### src/rtl/sample_voice_pkg.sv
// Shared types and constants for the sample playback voice.
package sample_voice_pkg;

    typedef enum logic [1:0] {
        StIdle,
        StFetch,
        StPlay
    } voice_state_e;

    localparam int unsigned DAC_SHIFT = 6;
    localparam logic [15:0] ONE_STEP  = 16'h0100;

endpackage

### src/rtl/sample_voice_phase.sv
// Phase accumulator for sample_voice: advances by the step on each tick and
// flags a loop wrap or the end of a one-shot sample.
module sample_voice_phase #(
    parameter int unsigned ADDR_W = 16,
    parameter int unsigned FRAC_W = 8
) (
    input  logic              clk_i,
    input  logic              rst_i,
    input  logic              clear_i,
    input  logic              tick_i,
    input  logic [15:0]       stp_i,
    input  logic [ADDR_W-1:0] len_i,
    input  logic              lp_i,
    output logic [ADDR_W-1:0] off_o,
    output logic              wrap_o,
    output logic              end_o
);
    localparam int unsigned PhW = ADDR_W + FRAC_W;

    logic [PhW-1:0] phase_q, phase_d;
    logic [PhW:0]   nxt;
    logic [PhW-1:0] wrapped;
    logic           past_end;

    always_comb begin
        // One spare bit so a step past the top of the address space still compares as past end.
        nxt      = {1'b0, phase_q} + (PhW + 1)'(stp_i);
        wrapped  = nxt[PhW-1:0] - {len_i, {FRAC_W{1'b0}}};
        past_end = nxt[PhW:FRAC_W] >= {1'b0, len_i};
        wrap_o   = tick_i && past_end && lp_i;
        end_o    = tick_i && past_end && !lp_i;
        off_o    = phase_q[PhW-1:FRAC_W];

        phase_d = phase_q;
        if (clear_i) begin
            phase_d = '0;
        end else if (wrap_o) begin
            phase_d = wrapped;
        end else if (tick_i && !past_end) begin
            phase_d = nxt[PhW-1:0];
        end
    end

    always_ff @(posedge clk_i or posedge rst_i) begin
        if (rst_i) begin
            phase_q <= '0;
        end else begin
            phase_q <= phase_d;
        end
    end

endmodule

### src/rtl/sample_voice.sv
// Single-channel PCM voice: fetches 8-bit samples over a req/ack ROM port and
// steps through them at a programmable 8.8 pitch, feeding one mixer channel.
module sample_voice
    import sample_voice_pkg::*;
#(
    parameter int unsigned ADDR_W    = 16,
    parameter int unsigned FRAC_W    = 8,
    parameter int unsigned DAC_SHIFT = sample_voice_pkg::DAC_SHIFT
) (
    input  logic              clk,
    input  logic              reset,
    input  logic              start,
    input  logic              stop,
    input  logic [ADDR_W-1:0] start_addr,
    input  logic [ADDR_W-1:0] length,
    input  logic [15:0]       step,
    input  logic              loop,
    input  logic              sample_tick,
    output logic [ADDR_W-1:0] rom_addr,
    output logic              rom_req,
    input  logic              rom_ack,
    input  logic [7:0]        rom_data,
    output logic [15:0]       dac_out,
    output logic              sample_playing
);
    voice_state_e      state_q, state_d;
    logic [ADDR_W-1:0] base_q, base_d;
    logic [ADDR_W-1:0] len_q, len_d;
    logic [15:0]       stp_q, stp_d;
    logic              lp_q, lp_d;
    logic [ADDR_W-1:0] fetched_off_q, fetched_off_d;
    logic [ADDR_W-1:0] req_off_q, req_off_d;
    logic [ADDR_W-1:0] rom_addr_q, rom_addr_d;
    logic              rom_req_q, rom_req_d;
    logic [15:0]       dac_q, dac_d;
    logic              playing_q, playing_d;

    logic              start_go;
    logic              go_idle;
    logic              phase_tick;
    logic              end_flag;
    logic              wrap_unused;
    logic [ADDR_W-1:0] off;

    assign start_go   = start && (length != '0);
    assign phase_tick = sample_tick && (state_q != StIdle);

    sample_voice_phase #(
        .ADDR_W(ADDR_W),
        .FRAC_W(FRAC_W)
    ) u_phase (
        .clk_i  (clk),
        .rst_i  (reset),
        .clear_i(start_go),
        .tick_i (phase_tick),
        .stp_i  (stp_q),
        .len_i  (len_q),
        .lp_i   (lp_q),
        .off_o  (off),
        .wrap_o (wrap_unused),
        .end_o  (end_flag)
    );

    always_comb begin
        state_d       = state_q;
        base_d        = base_q;
        len_d         = len_q;
        stp_d         = stp_q;
        lp_d          = lp_q;
        fetched_off_d = fetched_off_q;
        req_off_d     = req_off_q;
        rom_addr_d    = rom_addr_q;
        rom_req_d     = rom_req_q;
        dac_d         = dac_q;
        playing_d     = playing_q;
        go_idle       = 1'b0;

        if (start_go) begin
            // Restart from any state; an outstanding fetch is simply abandoned.
            state_d       = StFetch;
            base_d        = start_addr;
            len_d         = length;
            stp_d         = step;
            lp_d          = loop;
            fetched_off_d = '1;
            req_off_d     = '0;
            rom_addr_d    = start_addr;
            rom_req_d     = 1'b1;
            playing_d     = 1'b1;
        end else if (start || stop) begin
            go_idle = 1'b1;
        end else begin
            case (state_q)
                StFetch: begin
                    if (end_flag) begin
                        go_idle = 1'b1;
                    end else if (rom_ack) begin
                        state_d       = StPlay;
                        dac_d         = 16'(rom_data) << DAC_SHIFT;
                        fetched_off_d = req_off_q;
                        rom_req_d     = 1'b0;
                    end
                end
                StPlay: begin
                    if (end_flag) begin
                        go_idle = 1'b1;
                    end else if (off != fetched_off_q) begin
                        state_d    = StFetch;
                        req_off_d  = off;
                        rom_addr_d = base_q + off;
                        rom_req_d  = 1'b1;
                    end
                end
                default: ;
            endcase
        end

        if (go_idle) begin
            state_d   = StIdle;
            rom_req_d = 1'b0;
            dac_d     = '0;
            playing_d = 1'b0;
        end
    end

    always_ff @(posedge clk or posedge reset) begin
        if (reset) begin
            state_q       <= StIdle;
            base_q        <= '0;
            len_q         <= '0;
            stp_q         <= '0;
            lp_q          <= 1'b0;
            fetched_off_q <= '1;
            req_off_q     <= '0;
            rom_addr_q    <= '0;
            rom_req_q     <= 1'b0;
            dac_q         <= '0;
            playing_q     <= 1'b0;
        end else begin
            state_q       <= state_d;
            base_q        <= base_d;
            len_q         <= len_d;
            stp_q         <= stp_d;
            lp_q          <= lp_d;
            fetched_off_q <= fetched_off_d;
            req_off_q     <= req_off_d;
            rom_addr_q    <= rom_addr_d;
            rom_req_q     <= rom_req_d;
            dac_q         <= dac_d;
            playing_q     <= playing_d;
        end
    end

    assign rom_addr       = rom_addr_q;
    assign rom_req        = rom_req_q;
    assign dac_out        = dac_q;
    assign sample_playing = playing_q;

endmodule

### config.mk
export PLATFORM = sky130hd
export DESIGN_NAME = sample_voice
export DESIGN_NICKNAME = d
export VERILOG_FILES = /design/src/rtl/sample_voice_pkg.sv /design/src/rtl/sample_voice_phase.sv /design/src/rtl/sample_voice.sv
export SDC_FILE = /design/constraint.sdc
export NUM_CORES = 1
export LEC_CHECK = 0
export ABC_AREA = 1
export BUFFER_PORTS_ARGS = -buffer_cell sky130_fd_sc_hd__buf_2
export CELL_PAD_IN_SITES_DETAIL_PLACEMENT = 0
export CELL_PAD_IN_SITES_GLOBAL_PLACEMENT = 1
export CORE_MARGIN = 1
export CORE_UTILIZATION = 47
export DETAILED_ROUTE_END_ITERATION = 7
export PLACE_DENSITY_LB_ADDON = 0.1
export SKIP_CTS_REPAIR_TIMING = 1
export SYNTH_ARGS = -nofsm -noshare
export SYNTH_HDL_FRONTEND = slang
export SYNTH_HIERARCHICAL = 1
export SYNTH_SLANG_ARGS = --single-unit
export TNS_END_PERCENT = 1
### constraint.sdc
create_clock -name clk -period 9.4 [get_ports clk]
set_input_delay 0.47 -clock clk [delete_from_list [all_inputs] [get_ports clk]]
set_output_delay 0.47 -clock clk [all_outputs]
set_load 0.02 [all_outputs]
---- Word level (Yosys, flattened, before mapping) ----
Cells that the tools add are included.
word-level totals
  register bits after elaboration ......... 141
operators by class
  add/sub/neg operators ................... 3
  $lt $le $gt $ge ......................... 1
  equal/unequal tests ..................... 13
  muxes and demuxes ....................... 46
  reduce and logical (&&, ||, !) cells .... 25
operator list
  kind                                                                   count
  16-bit 2-to-1 mux                                                      21
  24-bit 2-to-1 mux                                                      3
  24-bit by 16-bit adder with 25-bit output                              1
  24-bit subtractor                                                      1
  17-bit by 16-bit greater-or-equal comparator with 1-bit output         1
  16-bit adder                                                           1
  16-bit != test                                                         1
  4-bit != test, second input constant                                   4
  16-bit nonzero test                                                    1
  2-bit nonzero test                                                     8
  2-bit 2-to-1 mux                                                       7
  1-bit 2-to-1 mux                                                       13
  2-bit != test, second input constant                                   4
  4-bit AND reduction                                                    2
  1-bit logical AND                                                      6
  6-bit AND reduction                                                    1
  5-bit AND reduction                                                    1
  2-bit one-hot mux with 2 select lines                                  1
  4-bit nonzero test                                                     1
  3-bit != test, second input constant                                   1
  3-bit nonzero test                                                     1
  2-bit by 1-bit equality test with 1-bit output, second input constant  1
  2-bit equality test, second input constant                             1
  1-bit zero test                                                        2
  other kinds (4)                                                        4

---- Logic depth before layout (Yosys ltp) ----
Gate-level depths: netlist (run 1).
  word-level depth ........................ 10
  depth in mapped cells ................... 30

---- By module ----
The synthesis (run 1) kept the hierarchy.
by module, submodules not included
  module              times used  cells an instance  area an instance (µm²)  sequential area each (µm²)
  sample_voice        1           744                5677.9                  2747.6
  sample_voice_phase  1           494                3210.6                  600.6

---- Worst setup path after synthesis (run 1) ----
Ideal clock, no wire load.
  kind .................................... register to register
  from .................................... register stp_q[0]
  to ...................................... register rom_req_q (netlist: rom_req)
  data arrival time ....................... 3.748 ns
  path slack .............................. 5.534 ns
  cell stages (with the launch flop) ...... 29
  clock period less this slack ............ 3.866 ns
  cells stage by stage .................... dfrtp_1 > ha_1 > fa_1 > nand3_1 > nand3_2 > a21oi_1 > o21ai_0 > nand2_1 > inv_1 > o21bai_1 > nand2_1 > ha_1 > nand2_1 > nor2_1 > nand3_1 > nand3_1 > nand2_1 > nand4_2 > nand3_2 > nor2_1 > inv_1 > o21ai_0 > inv_1 > nand4_1 > nand2_1 > inv_1 > nand3_1 > nand2_1 > nand2_1
on the way
  word-level cells in the longest chain between the ends .. 10
ends and longest elaborated chain
  what                                                                line                                     source
  start: declaration                                                  sample_voice.sv:29                       logic [15:0] stp_q, stp_d;
  start signal: assignment                                            sample_voice.sv:143                      stp_q <= stp_d;
  24-bit by 16-bit adder with 25-bit output (*)                       sample_voice_phase.sv:27                 nxt = {1'b0, phase_q} + (PhW + 1)'(stp_i);
  17-bit by 16-bit greater-or-equal comparator with 1-bit output (*)  sample_voice_phase.sv:29                 past_end = nxt[PhW:FRAC_W] >= {1'b0, len_i};
  1-bit logical AND (*) (2 in series)                                 sample_voice_phase.sv:31                 end_o = tick_i && past_end && !lp_i;
  via end_flag                                                        sample_voice.sv:41                       logic end_flag;
  1-bit 2-to-1 mux                                                    sample_voice.sv:95, sample_voice.sv:105
  1-bit 2-to-1 mux                                                    n/a
  1-bit 2-to-1 mux                                                    sample_voice.sv:90                       end else if (start || stop) begin
  1-bit 2-to-1 mux                                                    sample_voice.sv:78                       if (start_go) begin
  4-bit != test (no source line), or another cell as far along        n/a
  6-bit AND reduction (no source line)                                n/a
  end signal: assignment                                              sample_voice.sv:148                      rom_req_q <= rom_req_d;
  end: declaration                                                    sample_voice.sv:34                       logic rom_req_q, rom_req_d;
The timed path passes the listed nets; every way through them passes the cells marked *.
A chain may end at the register's enable or synchronous reset.

---- Final worst setup path (run 1) ----
  from .................................... register stp_q[0]
  to ...................................... register req_off_q[9]
on the way
  word-level cells in the longest chain between the ends .. 6
ends and longest elaborated chain
  what                                                            line                      source
  24-bit by 16-bit adder with 25-bit output                       sample_voice_phase.sv:27
  17-bit by 16-bit greater-or-equal comparator with 1-bit output  sample_voice_phase.sv:29
  1-bit logical AND (2 in series)                                 sample_voice_phase.sv:31
  via end_flag                                                    sample_voice.sv:41
  2-bit != test (no source line)                                  n/a
  4-bit AND reduction (no source line)                            n/a
  end signal: assignment                                          sample_voice.sv:146       req_off_q <= req_off_d;
  end: declaration                                                sample_voice.sv:32        logic [ADDR_W-1:0] req_off_q, req_off_d;
The timed path passes the listed nets, and every way through them passes these cells.

==> key figures, run 1 <==
Floorplan
  • Core Area: 18300 µm²
  • Initial core utilization: 0.487
  • Die area: 19500 µm²
  • Die width: 140 µm
  • Die Span Y: 140 µm
  • # IOs: 97
  • Cell row count: 49

Pwr
  • Worst vdd ir: 0.000121 V
  • Power density cells: 175 nW/µm²
  • Power Total: 1740 µW
  • Leak: 0.00555 µW

CTS
  • Clock Sinks: 133
  • Clk buf depth: 2
  • Worst-path clk slew: 0.07 ns
  • CTS tree: yes
  • Clk Latency, worst-skew pair: 0.43 ns
  • CTS buffer count: 17
  • H-tree Lvls: 4
  • Clk root buf: clkbuf_16

GRT
  • Total grt overflow: 0
  • Vias in the first global route: 7703
  • Pin count of the biggest net entering global routing: 73
  • First-pass GRT wire length: 38.5 mm
  • Gr usage total: 0.253
  • Initial antenna violation count: 0

Place
  • Post-detail-place hpwl: 16.6 mm
  • Number of I/O port buffers: 88
  • Cell Area, Placed: 9330 µm²
  • Gpl congestion: 0.881

Synthesis
  • Mapped Cells: 1238
  • Synth async-reset ratio: 1.00
  • Post-synthesis register bit count: 133
  • Yosys cell types: 46
  • YS warnings: 6
  • Top FF cell, synth: dfrtp_1
  • Sequential area share after synthesis: 0.377
  • Synthesized cell area: 8890 µm²
  • Number of synthesized flops with an enable pin: 0
  • Syn avg cell area: 7.18 µm²

Timing
  • Setup Skew: 0.00874 ns
  • Fin crit share: 0.511
  • Count of final setup violators: 0
  • Max Clock Freq: 208 MHz
  • Final Hold Viols: 0
  • RSZ-0062 raised after global routing: no
  • TNS Setup: 0 ns
  • Normalized max-slew margin: 0.288
  • Final max-slew violation count: 0
  • Worst slew pin tran: 1.07 ns
  • Fin crit period: 4.80 ns

Cells and area
  • N_diodes: 0
  • Nets@finish: 1418
  • Most frequent cells in the layout: nand2_1 (472), inv_1 (126), dfrtp_1 (117)
  • P&R area growth vs syn: 11.9%
  • Final Instance Area: 9940 µm²
  • Leading cell type in the layout, fill and taps excluded: nand2_1
  • Layout cells sized above 1: 0.132

Routing
  • Final ANT Viol Nets: 0
  • Vias: 7813
  • WL/cell: 14.9 µm
  • DR vias/cell: 5.06
  • Final WL: 23.1 mm
  • Iter 0 DRT Violations: 397
  • TritonRoute pass-1 iters: 5
  • Drc violations: 0

Critical path
  • Capture point of the worst reg-to-reg path: req_off_q[9]
  • Worst EP required: 9.71 ns
  • Reg2reg path depth: 27
  • Worst r2r src: stp_q[0]
  • Maximum fanout along the worst path: 26
  • Worst reg2reg setup slack: 4.60 ns
  • CP Class: reg2reg
  • Startpoint types: flip-flop
  • Worst EP arrival: 5.11 ns
  • Critical path endpoint category: flip-flop

Job
  • Max-cap violations: 0

Outcome
  • Status: completed

Worst hold path
  • Worst Hold Class: in2async
==> routing by layer <==
layer | GRT usage | wire length [µm] | up-vias
met5 | 0 | 0 | -
met4 | 0.0959 | 616 | 0
met3 | 0.0392 | 908 | 35
met2 | 0.435 | 11000 | 163
met1 | 0.320 | 10500 | 3578
li1 | - | - | 4037
==> worst max-delay path: stages, from the launching register on <==
cell and delay (ns):
dfrtp_1 0.38, ha_1 0.23, fa_1 0.41, nand3_1 0.12
nand3_2 0.11, a21oi_1 0.23, o21ai_0 0.20, nand2_1 0.09
inv_1 0.05, o21bai_1 0.16, nand2_1 0.10, ha_1 0.35
nand2_1 0.10, nand2_1 0.06, a21oi_1 0.14, nand3_1 0.16
nand2_1 0.14, nand4_2 0.13, nand3_2 0.14, nor2_1 0.07
inv_1 0.06, nand2_1 0.10, nor2_4 0.24, nand2_4 0.13
nand2_4 0.27, clkinv_4 0.28, nand2_1 0.13, o21ai_0 0.08
==> how the worst max path moves through the flow <==
stage | from | to | slack (ns) | depth (start not counted)
final | stp_q[0] | req_off_q[9] | 4.60 | 27
after global routing | stp_q[0] | req_off_q[9] | 4.17 | 27
after CTS | stp_q[0] | req_off_q[7] | 4.57 | 27
after detailed placement | stp_q[0] | req_off_q[9] | 4.59 | 27
after global placement | stp_q[0] | req_off_q[9] | 4.71 | 27
after floorplan | stp_q[0] | rom_req | 5.53 | 28
==> state kept, by name (all words and copies together) (netlist names) <==
| signal | flops |
|---|---|
| base_q | 16 |
| dac_out | 8 |
| fetched_off_q | 16 |
| len_q | 16 |
| lp_q | 1 |
| req_off_q | 16 |
| rom_addr | 16 |
| rom_req | 1 |
| sample_playing | 1 |
| state_q | 2 |
| stp_q | 16 |
| u_phase/phase_q | 24 |
==> cell families after synthesis <==
family / count (synthesis) / share of synthesized area
AND/OR/NAND/NOR: 678 / 0.318
buffers and inverters: 189 / 0.0967
AO/OA/AOI/OAI: 142 / 0.0900
flip-flops: 133 / 0.377
adder cells (fa/ha/maj): 53 / 0.0771
XOR/XNOR: 42 / 0.0414
other: 1 / 0.000422
==> cells in the mapped netlist (17+ instances only) <==
master / count / share of area
buf_4: 24 / 0.020
nand3_1: 81 / 0.046
o21ai_0: 47 / 0.026
a21oi_1: 43 / 0.024
o21ai_1: 17 / 0.0096
nor2_1: 81 / 0.034
inv_1: 127 / 0.054
dfrtp_1: 117 / 0.33
nand2_1: 472 / 0.20
ha_1: 50 / 0.070
xor2_1: 26 / 0.026
==> layout make-up <==
type,count,area [µm²]
fillers,1849,8330
multi-input cells,923,4710
flip-flops and latches,133,3350
inverters,135,514
repair buffers,92,470
clock buffers,17,425
well taps,229,287
clock inverters,15,185
==> where the power goes <==
group	switching, µW	total, µW	internal [µW]
clock	306	688	382
sequential	34.5	650	616
combinational	259	403	145
total	599	1740	1140
==> through the flow <==
stage	util	instances	worst slack, ns	hold slack [ns]
floorplan	-	1245	5.53	0.449
global placement	0.511	1512	4.71	0.450
detailed placement	0.511	1512	4.59	0.454
CTS	0.544	1544	4.57	0.223
global route	0.544	1544	4.17	0.224
finish	0.544	1544	4.60	0.196
(Power assumes the default switching activity.)
==> run 2: changes to the inputs <==
Settings changed: CORE_UTILIZATION 47 to 43.
Clock period 9.4 ns to 4.55 ns, I/O delays scaled along.
==> run 2 against run 1 <==
  * The flow now finishes with violations (hold timing)
  * Setup slack lost 4.4 ns
  * First-iteration DRC count rose by 3.8%
  * Final area grew 3.7%
  * Die area grew 9.2%
  * Register-to-register slack got worse by 4.4 ns
  * Worst hold slack lost 0.25 ns
  * Sequential share of layout area shrank 1.2 points
  * Final cell count up 4.5%
  * Total power increased by 110%
  * Via count increased by 2.2%
  * Largest power group unchanged
==> key figures, run 2 (synthesized netlist as in run 1, its figures left out) <==
Outcome
  • Status: complete, but fails checks
  • Failing checks: hold timing

Floorplan
  • Die width: 146 µm (+4.5%)
  • Cell row count: 52 (+6.1%)
  • # IOs: 97 (unchanged)
  • Die area: 21300 µm² (+9.2%)
  • Initial core utilization: 0.439 (-0.0472)
  • Core Area: 20200 µm² (+11%)
  • Die Span Y: 146 µm (+4.5%)

Routing
  • Final WL: 23.9 mm (+3.5%)
  • Detail Route met2 WL: 11.7 mm (+6.4%)
  • Final ANT Viol Nets: 0 (unchanged)
  • Top Metal Used: met4
  • Vias: 7988 (+2.2%)
  • Iter 0 DRT Violations: 412 (+3.8%)
  • DR vias/cell: 4.95 (-2.2%)
  • Drc violations: 0 (unchanged)
  • Routed met1 length: 11.0 mm (+4.1%)
  • TritonRoute pass-1 iters: 5 (unchanged)
  • WL/cell: 14.8 µm (-1.0%)
  • WL met3: 683 µm (-25%)

Timing
  • Final max-slew violation count: 0 (unchanged)
  • Worst slew pin tran: 1.05 ns (-0.0196 ns)
  • RSZ-0062 raised after global routing: yes
  • TNS Setup: 0 ns (unchanged)
  • Normalized max-slew margin: 0.301 (+0.0131)
  • Setup Skew: 0.0108 ns (+0.00208 ns)
  • WHS: -0.0543 ns (-0.251 ns)
  • Max Clock Freq: 232 MHz (+12%)
  • Fin crit period: 4.30 ns (-0.497 ns)
  • Fin crit share: 0.945 (+0.435)
  • Count of final setup violators: 0 (unchanged)
  • Final Hold Viols: 18 (+18)

Worst hold path
  • Worst Hold Class: in2async

CTS
  • Clk Latency, worst-skew pair: 0.43 ns (about the same)
  • Worst-path clk slew: 0.07 ns (about the same)
  • Clk root buf: clkbuf_16
  • Clk buf depth: 2 (unchanged)
  • CTS buffer count: 17 (unchanged)
  • CTS tree: yes
  • H-tree Lvls: 4 (unchanged)
  • Clock Sinks: 133 (unchanged)

Critical path
  • CP endpoint: fetched_off_q[1]
  • CP Class: reg2reg
  • Worst EP required: 4.87 ns (-4.84 ns)
  • Startpoint types: flip-flop
  • Reg2reg path depth: 26 (-3.7%)
  • Capture point of the worst reg-to-reg path: fetched_off_q[1]
  • Maximum fanout along the worst path: 16 (-38%)
  • Critical path endpoint category: flip-flop
  • Worst EP arrival: 4.62 ns (-0.49 ns)
  • Worst reg2reg setup slack: 0.25 ns (-4.35 ns)
  • Worst setup path start: stp_q[0]
  • Worst r2r src: stp_q[0]

Cells and area
  • Biggest register: u_phase/phase_q
  • Post-Layout Cell Count: 1614 (+4.5%)
  • Fillers: 2090 (+13%)
  • Final Instance Area: 10300 µm² (+3.7%)
  • Largest register FFs: 24 (unchanged)
  • Nets@finish: 1447 (+2.0%)
  • Leading cell type in the layout, fill and taps excluded: nand2_1
  • P&R area growth vs syn: 16.0%
  • Layout cells sized above 1: 0.155 (+0.0232)
  • N_diodes: 0 (unchanged)
  • Most frequent cells in the layout: nand2_1 (471), inv_1 (125), dfrtp_1 (117)

GRT
  • Vias in the first global route: 7830 (+1.6%)
  • Total grt overflow: 0 (unchanged)
  • Gr usage total: 0.233 (-0.0197)
  • Pin count of the biggest net entering global routing: 74 (+1.4%)
  • Initial antenna violation count: 0 (unchanged)
  • First-pass GRT wire length: 39.0 mm (+1.5%)

Place
  • Inst Count DP: 1572 (+4.0%)
  • Post-detail-place hpwl: 17.0 mm (+2.5%)
  • Gpl congestion: 0.861 (-2.2%)
  • Number of I/O port buffers: 88 (unchanged)
  • Cell Area, Placed: 9550 µm² (+2.3%)

Pwr
  • Sw power: 1280 µW (+110%)
  • Clk network pwr share: 0.384 (-0.011)
  • Leak: 0.00569 µW (+2.5%)
  • Int Pwr: 2340 µW (+100%)
  • Comb pwr share: 0.250 (+0.019)
  • Worst vdd ir: 0.000221 V (+82%)
  • Sw Share: 0.354 (+0.0101)
  • Reg power frac: 0.366 (-0.008)
  • Power density cells: 351 nW/µm² (+100%)

Job
  • Max-cap violations: 0 (unchanged)
run 2: cell count changes in the layout (fill, tap and decap cells not counted), sizes merged:
cell | previous run | this run
bufinv | 1 | 0
inv | 141 | 143
clkinvlp | 0 | 1
dlygate4sd3 | 0 | 8
clkinv | 8 | 6
buf | 92 | 113
run 2: power by group through the flow:
stage	Combinational (µW)	Sequential (µW)	Clock [µW]
after floorplan	620	1370	0
after global placement	885	1350	0
after detailed placement	886	1350	0
after CTS	892	1330	1420
after global routing	1030	1340	1460
final	906	1330	1390
run 2: cell type report:
| type | instances | area (µm²) | share of cell area |
|---|---|---|---|
| tap | 270 | 338 | 0.0328 |
| multi-input combinational | 923 | 4790 | 0.465 |
| clock inverter | 15 | 158 | 0.0153 |
| clock buffer | 17 | 425 | 0.0413 |
| timing repair buffer | 121 | 733 | 0.0711 |
| inverter | 135 | 517 | 0.0501 |
| sequential | 133 | 3350 | 0.325 |
run 2: how the worst min path moves through the flow:
stage / start / endpoint / slack [ns] / depth (start not counted)
after floorplan: reset / u_phase/phase_q[0] / 0.24 / 1
after global placement: step[12] / stp_q[12] / 0.42 / 3
after detailed placement: step[14] / stp_q[14] / 0.42 / 3
after CTS: step[9] / stp_q[9] / -0.03 / 3
after global routing: step[7] / stp_q[7] / 0.001 / 3
final: reset / stp_q[1] / -0.05 / 2
run 2: per-stage QoR:
| stage | hold slack [ns] | power (µW) | util | worst slack (ns) |
|---|---|---|---|---|
| final | -0.0543 | 3620 | 0.510 | 0.248 |
| after detailed placement | 0.424 | 2230 | 0.472 | 0.0111 |
| after global routing | 0.00143 | 3830 | 0.510 | -0.00652 |
| after global placement | 0.419 | 2230 | 0.472 | 0.102 |
| after CTS | -0.0258 | 3640 | 0.501 | -0.0783 |
| after floorplan | 0.242 | 1990 | - | 0.684 |
run 2: worst max-delay path: stages, from the launching register on:
cell,delay [ns]
dfrtp_1,0.38
ha_1,0.23
fa_1,0.41
nand3_1,0.12
nand3_2,0.11
nand2_1,0.09
nand2_1,0.11
nand2_2,0.12
nand2_2,0.09
nand2_1,0.13
nor2_1,0.06
xor2_1,0.21
inv_1,0.12
ha_4,0.25
a21oi_2,0.18
nor2_1,0.07
nor3_2,0.25
nand4_2,0.20
nand3_4,0.14
nor2_4,0.04
inv_1,0.06
nand2_1,0.11
nor3_2,0.20
inv_2,0.17
buf_12,0.19
nand2_1,0.06
o211ai_1,0.09
run 2: per-layer routing:
metal,track usage,vias to the layer above
met1,0.294,3722
met2,0.401,133
met3,0.0408,36
li1,-,4097
met4,0.0821,0
met5,0,-
==> run 3: changes to the inputs <==
Settings changed: ABC_AREA 1 to unset, CORE_UTILIZATION 43 to 30, GPL_TIMING_DRIVEN set to 1.
==> run 3 against run 2 <==
  * The run ends with hold timing, setup timing left
  * Clock skew increased by 0.0058 ns
  * Clock power about the same
  * Final area rose by 6.3%
  * Critical path depth is 5 lower
  * Combinational power is 57% higher
  * Total power grew 14%
  * Routed wire length grew 11%
  * Sequential share of layout area is 1.9 points lower
  * Maximum frequency fell by 6.8%
  * Worst hold slack better by 0.037 ns
  * Register-to-register slack got worse by 0.31 ns
  * Global-route usage is 4.3 points lower
  * Largest cell class unchanged
==> key figures, run 3 <==
CTS
  • Clk Latency, worst-skew pair: 0.43 ns (about the same)
  • CTS tree: yes
  • Clk buf depth: 2 (unchanged)
  • Clock Sinks: 133 (unchanged)
  • H-tree Lvls: 4 (unchanged)
  • Clk root buf: clkbuf_16
  • Worst-path clk slew: 0.07 ns (about the same)
  • CTS buffer count: 17 (unchanged)

Synthesis
  • Area contributors post-synth: dfrtp_1 (35%), nand2_1 (10%), ha_1 (7.4%), dfstp_2 (5.0%), a21oi_1 (4.0%)
  • Sequential area share after synthesis: 0.396 (+0.0197)
  • Synth area leader: dfrtp_1
  • Top-count cell post-synth: nand2_1
  • Top FF cell, synth: dfrtp_1
  • Number of synthesized flops with an enable pin: 0 (unchanged)
  • Synthesized cell area: 8450 µm² (-5.0%)
  • YS warnings: 6 (unchanged)
  • Yosys cell types: 74 (+61%)
  • Post-synthesis register bit count: 133 (unchanged)
  • Synth async-reset ratio: 1.00 (unchanged)
  • Mapped Cells: 960 (-22%)
  • Yosys top cell area share: 0.347 (+0.0172)
  • Synth top cells by count: nand2_1 (236), dfrtp_1 (117), a21oi_1 (68), ha_1 (50), nor2_1 (39)
  • Syn avg cell area: 8.80 µm² (+23%)

Floorplan
  • Die area: 28800 µm² (+36%)
  • Initial core utilization: 0.305 (-0.134)
  • # IOs: 97 (unchanged)
  • Die width: 170 µm (+16%)
  • Die Span Y: 170 µm (+16%)
  • Core Area: 27700 µm² (+37%)
  • Cell row count: 61 (+17%)

GRT
  • GR Util met3: 0.0396 (-0.00111)
  • First-pass GRT wire length: 41.7 mm (+6.8%)
  • Pin count of the biggest net entering global routing: 75 (+1.4%)
  • Met1 Track Usage GR: 0.245 (-0.0489)
  • Vias in the first global route: 7485 (-4.4%)
  • Total grt overflow: 0 (unchanged)
  • Initial antenna violation count: 0 (unchanged)
  • Layer with the highest usage: met2
  • Gr usage total: 0.190 (-0.0431)
  • Global routing met2 resource utilization: 0.321 (-0.0803)

Cells and area
  • Largest register FFs: 24 (unchanged)
  • Final Instance Area: 11000 µm² (+6.3%)
  • Fillers: 2910 (+39%)
  • Multi-input gate area: 4920 µm² (+2.7%)
  • Layout cells sized above 1: 0.278 (+0.123)
  • N_diodes: 0 (unchanged)
  • Most frequent cells in the layout: nand2_1 (231), dfrtp_1 (117), buf_4 (106)
  • Seq. cell area: 3350 µm² (unchanged)
  • P&R area growth vs syn: 29.7%
  • Biggest register: u_phase/phase_q
  • Leading cell type in the layout, fill and taps excluded: nand2_1
  • Nets@finish: 1255 (-13%)

Critical path
  • Buf+Inv Stages, Crit Path: 2 (-2)
  • Crit path max-delay family: compound AO/OA/AOI/OAI gates
  • Worst reg2reg setup slack: -0.06 ns (-0.31 ns)
  • Worst r2r src: stp_q[0]
  • Startpoint types: flip-flop
  • CP Class: reg2reg
  • Slowest CP cell: dfrtp_1
  • Crit. path cell count: 21 (-19%)
  • Worst EP required: 4.84 ns (-0.03 ns)
  • Critical path endpoint category: flip-flop
  • Crit path largest cell delay: 0.41 ns (about the same)
  • Sequence of cells on the critical path: ha_4, fa_2, a211oi_4, o21ai_2, nand3_2, nand2_2, buf_6, a41o_1, xor2_2, ha_1, a21o_1, a21oi_2, o31ai_2, o21a_2, o21ai_4, nor2_4, a41oi_2, and3_4, clkbuf_16, mux2i_1, nor2_1
  • Reg2reg path depth: 21 (-19%)
  • Maximum fanout along the worst path: 8 (-8)
  • Capture point of the worst reg-to-reg path: req_off_q[6]
  • Worst EP arrival: 4.90 ns (+0.28 ns)

Routing
  • Drc violations: 0 (unchanged)
  • TritonRoute pass-1 iters: 4 (-1)
  • Vias: 7453 (-6.7%)
  • Final ANT Viol Nets: 0 (unchanged)
  • DR vias/cell: 4.87 (-1.6%)
  • Iter 0 DRT Violations: 480 (+17%)
  • Final WL: 26.6 mm (+11%)
  • WL/cell: 17.4 µm (+17%)

Timing
  • Final max-slew violation count: 0 (unchanged)
  • Normalized max-slew margin: 0.417 (+0.116)
  • Setup Skew: 0.0166 ns (+0.00580 ns)
  • Final WS setup: -0.0645 ns (-0.313 ns)
  • Max Clock Freq: 217 MHz (-6.8%)
  • Worst slew pin tran: 0.875 ns (-0.173 ns)
  • WHS: -0.0169 ns (+0.0374 ns)
  • RSZ-0062 raised after global routing: yes
  • Fin crit period: 4.61 ns (+0.313 ns)
  • Fin crit share: 1.01 (+0.0687)
  • Count of final setup violators: 28 (+28)
  • Final Hold Viols: 4 (-14)

Job
  • Max-cap violations: 0 (unchanged)

Pwr
  • Worst vdd ir: 0.000205 V (-7.4%)
  • Leak: 0.00526 µW (-7.5%)
  • Power density cells: 377 nW/µm² (+7.4%)

Worst hold path
  • Worst Hold Class: in2reg
  • Min-delay src: step[7]
  • Worst hold endpoint: stp_q[7]
  • Hold Path Cell Cnt: 3

Place
  • Post-Place Worst Slack: -0.284 ns (-0.295 ns)
  • Cell Area, Placed: 9930 µm² (+4.0%)
  • Post-detail-place hpwl: 18.9 mm (+11%)
  • Gpl congestion: 0.868 (+0.73%)
  • Number of I/O port buffers: 88 (unchanged)

Outcome
  • Status: complete, but fails checks
  • Failing checks: hold timing, setup timing
## run 3: cells by family after synthesis
kind of cell	synth area share
simple gates	0.181
compound gates	0.178
flops	0.396
buf+inv	0.0600
xor+xnor	0.0653
fa+ha+maj	0.0812
mux	0.0379
other cells	0.000444
## run 3: layer usage
metal,wire (µm),vias to the layer above,part of all wire
li1,-,3672,-
met1,12400,3616,0.47
met2,13000,139,0.49
met3,746,26,0.028
met4,450,0,0.017
met5,0,-,0
## run 3: layout make-up
type / instances / share of cell area
Timing Repair Buffer: 214 / 0.138
Inverter: 35 / 0.0126
Clock inverter: 13 / 0.0116
Clock buffer: 19 / 0.0395
Sequential cell: 133 / 0.306
Multi-Input combinational cell: 738 / 0.449
Tap cell: 378 / 0.0432
## run 3: worst register-to-register path: stages, from the launching register on
cell and delay, ns:
dfrtp_1 0.41, ha_4 0.19, fa_2 0.37, a211oi_4 0.25, o21ai_2 0.11, nand3_2 0.14, nand2_2 0.11, buf_6 0.14
a41o_1 0.24, xor2_2 0.18, ha_1 0.35, a21o_1 0.19, a21oi_2 0.18, o31ai_2 0.10, o21a_2 0.25, o21ai_4 0.20
nor2_4 0.08, a41oi_2 0.21, and3_4 0.33, clkbuf_16 0.20, mux2i_1 0.19, nor2_1 0.06
## run 3: worst max-delay path by stage
stage,start,to,slack (ns)
floorplan,u_phase/phase_q[0],dac_out[13],0.002
global placement,stp_q[0],rom_addr[6],-0.22
detailed placement,u_phase/phase_q[0],rom_addr[5],-0.28
CTS,u_phase/phase_q[0],rom_addr[5],-0.31
global route,stp_q[0],rom_addr[5],-0.26
finish,stp_q[0],req_off_q[6],-0.06
## run 3: power by group
part           total [µW]  internal [µW]  switching, µW
sequential           1340           1270           66.7
combinational        1420            645            778
clock                1370            763            608
total                4130           2680           1450
## run 3: through the flow
stage	utilization	hold slack, ns	power [µW]	setup TNS, ns	cells
finish	0.395	-0.0169	4130	-0.873	1530
global route	0.395	0.0000966	4370	-11.22	1530
CTS	0.379	-0.101	4110	-14.18	1513
detailed placement	0.359	0.367	2710	-12.22	1481
global placement	0.359	0.365	2720	-8.58	1481
floorplan	-	0.242	2190	0	967
